`src/rtl/rr_arbiter8.sv`:
```
// Eight-way round-robin arbiter with hold-time limit; gnt_idx/gnt_valid drive a 3-to-8 decoder.
// A grant ends on rel, on loss of the grantee's request, or after MAX_HOLD cycles.
module rr_arbiter8 #(
    parameter int MAX_HOLD = 16
) (
    input  logic       clk,
    input  logic       rst,
    input  logic [7:0] req,
    input  logic       rel,
    output logic [7:0] gnt,
    output logic [2:0] gnt_idx,
    output logic       gnt_valid,
    output logic       timeout
);

    typedef enum logic {
        IDLE  = 1'b0,
        GRANT = 1'b1
    } state_t;

    localparam logic [7:0] HOLD_LAST = 8'(MAX_HOLD - 1);

    state_t     state, state_next;
    logic [2:0] ptr, ptr_next;
    logic [7:0] hcnt, hcnt_next;
    logic [7:0] gnt_next;
    logic [2:0] gnt_idx_next;
    logic       gnt_valid_next;
    logic       timeout_next;

    logic [2:0] winner;
    logic       hold_done;
    logic       grantee_req;
    logic       release_now;

    // Scan from the highest offset down so the last hit is the one closest to ptr.
    always_comb begin
        winner = ptr;
        for (int i = 7; i >= 0; i--) begin
            if (req[ptr + 3'(i)]) begin
                winner = ptr + 3'(i);
            end
        end
    end

    assign hold_done   = (hcnt == HOLD_LAST);
    assign grantee_req = req[gnt_idx];
    assign release_now = rel | ~grantee_req | hold_done;

    always_comb begin
        // NOTE: every variable gets a default first so no path can infer a latch.
        state_next     = state;
        ptr_next       = ptr;
        hcnt_next      = hcnt;
        gnt_next       = gnt;
        gnt_idx_next   = gnt_idx;
        gnt_valid_next = gnt_valid;
        timeout_next   = 1'b0;

        unique case (state)
            IDLE: begin
                if (|req) begin
                    state_next     = GRANT;
                    gnt_idx_next   = winner;
                    gnt_valid_next = 1'b1;
                    gnt_next       = 8'b1 << winner;
                    hcnt_next      = 8'd0;
                end
            end
            GRANT: begin
                hcnt_next = (hcnt == 8'hFF) ? hcnt : hcnt + 8'd1;
                if (release_now) begin
                    state_next     = IDLE;
                    gnt_valid_next = 1'b0;
                    gnt_next       = 8'd0;
                    ptr_next       = gnt_idx + 3'd1;
                    // Only a pure hold-limit expiry counts as a forced release.
                    timeout_next   = hold_done & ~rel & grantee_req;
                end
            end
            default: begin
                state_next = IDLE;
            end
        endcase
    end

    // NOTE: sequential state uses non-blocking assignments so all registers update together.
    always_ff @(posedge clk) begin
        if (rst) begin
            state     <= IDLE;
            ptr       <= 3'd0;
            hcnt      <= 8'd0;
            gnt       <= 8'd0;
            gnt_idx   <= 3'd0;
            gnt_valid <= 1'b0;
            timeout   <= 1'b0;
        end else begin
            state     <= state_next;
            ptr       <= ptr_next;
            hcnt      <= hcnt_next;
            gnt       <= gnt_next;
            gnt_idx   <= gnt_idx_next;
            gnt_valid <= gnt_valid_next;
            timeout   <= timeout_next;
        end
    end

endmodule

```
`config.mk`:
```
export PLATFORM = sky130hd
export DESIGN_NAME = rr_arbiter8
export DESIGN_NICKNAME = d
export VERILOG_FILES = /design/src/rtl/rr_arbiter8.sv
export SDC_FILE = /design/constraint.sdc
export NUM_CORES = 1
export LEC_CHECK = 0
export CORE_UTILIZATION = 53
export CTS_BUF_LIST = sky130_fd_sc_hd__clkbuf_2 sky130_fd_sc_hd__clkbuf_4 sky130_fd_sc_hd__clkbuf_8
export DETAILED_ROUTE_END_ITERATION = 8
export PLACE_DENSITY = 0.76
export SLEW_MARGIN = 5
export SYNTH_ARGS = -nofsm -noshare
export SYNTH_HDL_FRONTEND = slang
export SYNTH_SLANG_ARGS = --single-unit
export TNS_END_PERCENT = 100
```
`constraint.sdc`:
```
create_clock -name clk -period 4.3 [get_ports clk]
set_input_delay 0.645 -clock clk [delete_from_list [all_inputs] [get_ports clk]]
set_output_delay 0.645 -clock clk [all_outputs]
set_load 0.01 [all_outputs]
```
==> run_summary.xml <==
<?xml version="1.0" encoding="UTF-8"?>
<metrics>
  <group name="final_layout">
    <metric name="final_cell_count_no_fill" unit="">293</metric>
    <metric name="layout.nets" unit="">259</metric>
    <metric name="area_delta_synth_final" unit="%">11.1</metric>
    <metric name="antenna_cells" unit="">0</metric>
    <metric name="layout-drive-gt1-share" unit="">0.165</metric>
    <metric name="nFillCells" unit="">316</metric>
  </group>
  <group name="placement">
    <metric name="dp_hpwl" unit="um">3590</metric>
    <metric name="gpl.final_weighted_congestion" unit="">0.955</metric>
    <metric name="dp_cell_count" unit="">289</metric>
    <metric name="buffer_ports.inserted" unit="">23</metric>
  </group>
  <group name="setup_path">
    <metric name="setup.worst_path.start_class" unit="">flop</metric>
    <metric name="timing.critical_path.to_type" unit="">flop</metric>
    <metric name="critPathArrivalTime" unit="ps">3630</metric>
    <metric name="critical_path_required" unit="ps">4510</metric>
    <metric name="timing_worst_setup_path_type" unit="">reg2reg</metric>
    <metric name="crit_path_max_fanout" unit="">13</metric>
  </group>
  <group name="timing">
    <metric name="setup-tns-final" unit="ps">0</metric>
    <metric name="final.period_utilization" unit="">0.795</metric>
    <metric name="timing_hold_violations_final" unit="">0</metric>
    <metric name="drv_slew" unit="">0</metric>
    <metric name="layout_min_cycle_time" unit="ps">3420</metric>
    <metric name="setup_repair_after_global_routing_missed_its_margin" unit="">no</metric>
    <metric name="worst_case_headroom_to_the_max_slew_limit" unit="">0.411</metric>
    <metric name="achievable-frequency" unit="GHz">0.292</metric>
    <metric name="final_setup_violations" unit="">0</metric>
    <metric name="worst_clock_skew" unit="ps">3.13</metric>
    <metric name="worst_slew_pin_tran" unit="ps">883</metric>
  </group>
  <group name="pwr">
    <metric name="total_leakage_power" unit="nW">0.834</metric>
    <metric name="worst_ir_drop_vdd" unit="mV">0.209</metric>
    <metric name="design_power_total" unit="mW">1.04</metric>
    <metric name="p_per_cell_area" unit="mW/mm^2">421</metric>
  </group>
  <group name="grt">
    <metric name="vias_in_the_first_global_route" unit="">1719</metric>
    <metric name="global_route_overflow" unit="">0</metric>
    <metric name="grt_max_degree" unit="">22</metric>
    <metric name="grtUsageTotal" unit="">0.239</metric>
    <metric name="grt_first_pass_wirelength" unit="um">8230</metric>
    <metric name="grt_antenna_before_repair" unit="">0</metric>
  </group>
  <group name="cts">
    <metric name="cts_tree" unit="">done</metric>
    <metric name="deepest_level_of_the_cts_h_tree" unit="">1</metric>
    <metric name="post_cts_resized" unit="">0</metric>
    <metric name="tritoncts_num_sinks" unit="">25</metric>
    <metric name="ctsRootBufferMaster" unit="">sky130_fd_sc_hd__clkbuf_8</metric>
    <metric name="clkTransAtPathRegs" unit="ps">80</metric>
    <metric name="post_cts_setup_buffer_count" unit="">0</metric>
    <metric name="numCtsBuffers" unit="">3</metric>
    <metric name="worstSkewPairLatency" unit="ps">270</metric>
    <metric name="cts_hold_repair.buffers" unit="">0</metric>
    <metric name="max-clock-path-buffers" unit="">2</metric>
  </group>
  <group name="floorplan">
    <metric name="floorplan.die.width" unit="um">66.7</metric>
    <metric name="fp.dieArea" unit="mm^2">0.00445</metric>
    <metric name="die_height" unit="um">66.7</metric>
    <metric name="core_area" unit="mm^2">0.00400</metric>
    <metric name="rows" unit="">23</metric>
    <metric name="initial_core_util" unit="">0.554</metric>
    <metric name="io_pins" unit="">24</metric>
  </group>
  <group name="route">
    <metric name="firstDrtPassIters" unit="">4</metric>
    <metric name="drt-initial-drc-count" unit="">165</metric>
    <metric name="wl_per_cell" unit="um">16.5</metric>
    <metric name="routed_wl" unit="um">4850</metric>
    <metric name="avgViaCountPerCell" unit="">6.52</metric>
    <metric name="vias" unit="">1910</metric>
    <metric name="detail_route.drc_violations" unit="">0</metric>
    <metric name="route.antenna.remaining_nets" unit="">0</metric>
  </group>
  <group name="synth">
    <metric name="number_of_flops_mapped_to_enable_cells_by_yosys" unit="">0</metric>
    <metric name="synth_top_area_cell" unit="">sky130_fd_sc_hd__dfxtp_1</metric>
    <metric name="ys.flop_type" unit="">sky130_fd_sc_hd__dfxtp_1</metric>
    <metric name="post-synth-top-area-fraction" unit="">0.226</metric>
    <metric name="synthesis.area_per_instance" unit="um^2">9.52</metric>
    <metric name="synth_seq_cells" unit="">25</metric>
    <metric name="synth_area" unit="mm^2">0.00222</metric>
    <metric name="ys.warnings.count" unit="">0</metric>
    <metric name="synth_area_leaders" unit="">sky130_fd_sc_hd__dfxtp_1 (23%), sky130_fd_sc_hd__mux4_2 (15%), sky130_fd_sc_hd__mux2i_1 (8.6%)</metric>
    <metric name="yosysUniqueCellTypes" unit="">61</metric>
    <metric name="yosysSeqAreaShare" unit="">0.226</metric>
    <metric name="synth_nets" unit="">248</metric>
    <metric name="synth_async_sr_flop_share" unit="">0</metric>
    <metric name="synth_cells" unit="">233</metric>
  </group>
  <group name="run_status">
    <metric name="outcome" unit="">complete, no violations</metric>
  </group>
  <group name="job">
    <metric name="max_cap_violations" unit="">0</metric>
  </group>
  <group name="hold_path">
    <metric name="min_path_type" unit="">reg2reg</metric>
  </group>
</metrics>
==> worst max-delay path, cell delays in order (launching register included) <==
cell and delay, ps:
sky130_fd_sc_hd__dfxtp_1 350, sky130_fd_sc_hd__clkinv_1 250, sky130_fd_sc_hd__ha_1 630, sky130_fd_sc_hd__buf_4 310, sky130_fd_sc_hd__mux2i_1 280, sky130_fd_sc_hd__mux4_2 280
sky130_fd_sc_hd__nand4_1 110, sky130_fd_sc_hd__a2111oi_2 520, sky130_fd_sc_hd__nor4_4 110, sky130_fd_sc_hd__nor3b_2 300, sky130_fd_sc_hd__a32o_1 210
==> registers in the layout (all words and copies together) (netlist names) <==
| signal | flops |
|---|---|
| gnt | 8 |
| gnt_idx | 3 |
| gnt_valid | 1 |
| hcnt | 8 |
| ptr | 3 |
| state | 1 |
| timeout | 1 |
==> final timing paths <==
path / from / endpoint / slack [ps] / depth (start not counted)
worst max register to register: ptr[1]$_SDFFE_PP0P_ / gnt[5]$_SDFFE_PP0P_ / 880 / 10
worst min-delay path: gnt[6]$_SDFFE_PP0P_ / gnt[6]$_SDFFE_PP0P_ / 470 / 2
worst min register to register: gnt[6]$_SDFFE_PP0P_ / gnt[6]$_SDFFE_PP0P_ / 470 / 2
worst max-delay path: ptr[1]$_SDFFE_PP0P_ / gnt[5]$_SDFFE_PP0P_ / 880 / 10
==> final cells by class <==
class                   instances  area (um^2)  share of cell area
multi-input cells             177         1560               0.632
repair buffers                 26          253               0.103
inverters                      11         41.3              0.0168
well taps                      50         62.6              0.0254
clock buffers                   4         48.8              0.0198
flip-flops and latches         25          500               0.203
==> where the power goes <==
group          leakage (nW)  switching (mW)  total (mW)  internal, mW
clock network        0.0262          0.0702       0.143        0.0725
registers             0.204          0.0371       0.297         0.260
logic                 0.604           0.311       0.597         0.286
total                 0.834           0.418        1.04         0.618
==> logic make-up after synthesis <==
logic type,synth area share
AND/OR/NAND/NOR,0.170
XOR/XNOR,0.0468
AO/OA/AOI/OAI,0.156
multiplexers,0.308
buffers and inverters,0.0717
flip-flops,0.226
adder cells (fa/ha/maj),0.0226
==> cell usage after synthesis (all sizes together), types with 2 or more instances <==
library cell  count
mux4             16
nand4             3
nor2             25
o32ai             4
and3              2
a31oi             2
nor3              7
mux2i            19
mux2             11
o211ai            4
a211oi            5
a32o              4
buf              13
nand3             5
clkbuf            7
inv              10
o21ai             4
ha                4
nand2            15
or2               3
xor2              5
xnor2             6
a21oi             7
nand4b            2
nor4              4
dfxtp            25
a311oi            2
==> metrics by stage <==
stage,area (um^2),utilization,worst slack [ps],hold slack [ps]
6_report,2460,0.616,880,466
5_1_grt,2460,0.616,700,502
4_1_cts,2460,0.616,907,470
3_5_place_dp,2410,0.604,904,453
3_3_place_gp,2410,0.604,973,443
2_1_floorplan,2220,-,1300,449
==> placed cells by master, fill, tap and decap left out, types with 2 or more instances in the layout <==
| cell | instances |
|---|---|
| sky130_fd_sc_hd__mux4_2 | 15 |
| sky130_fd_sc_hd__inv_1 | 9 |
| sky130_fd_sc_hd__buf_4 | 3 |
| sky130_fd_sc_hd__nor4_1 | 2 |
| sky130_fd_sc_hd__clkdlybuf4s50_1 | 23 |
| sky130_fd_sc_hd__nand2_1 | 15 |
| sky130_fd_sc_hd__o211ai_1 | 4 |
| sky130_fd_sc_hd__xor2_1 | 5 |
| sky130_fd_sc_hd__a211oi_1 | 4 |
| sky130_fd_sc_hd__a32o_1 | 4 |
| sky130_fd_sc_hd__nand4_1 | 3 |
| sky130_fd_sc_hd__ha_1 | 4 |
| sky130_fd_sc_hd__a311oi_1 | 2 |
| sky130_fd_sc_hd__dfxtp_1 | 25 |
| sky130_fd_sc_hd__nor2_1 | 24 |
| sky130_fd_sc_hd__mux2_2 | 6 |
| sky130_fd_sc_hd__nor3_1 | 7 |
| sky130_fd_sc_hd__o21ai_0 | 2 |
| sky130_fd_sc_hd__or2_2 | 2 |
| sky130_fd_sc_hd__a21oi_1 | 7 |
| sky130_fd_sc_hd__nand3_1 | 5 |
| sky130_fd_sc_hd__mux2_1 | 4 |
| sky130_fd_sc_hd__o32ai_1 | 4 |
| sky130_fd_sc_hd__and3_1 | 2 |
| sky130_fd_sc_hd__mux2i_1 | 19 |
| sky130_fd_sc_hd__xnor2_1 | 5 |
| sky130_fd_sc_hd__a31oi_1 | 2 |
| sky130_fd_sc_hd__clkbuf_8 | 3 |
| sky130_fd_sc_hd__nand4b_1 | 2 |
==> metal layers <==
layer,track usage,share of wire,wire length [um]
met1,0.345,0.47,2270
met2,0.369,0.46,2240
met3,0.0565,0.071,345
met4,0.0319,0,0
met5,0,0,0
Power figures use the tool's default switching activity.
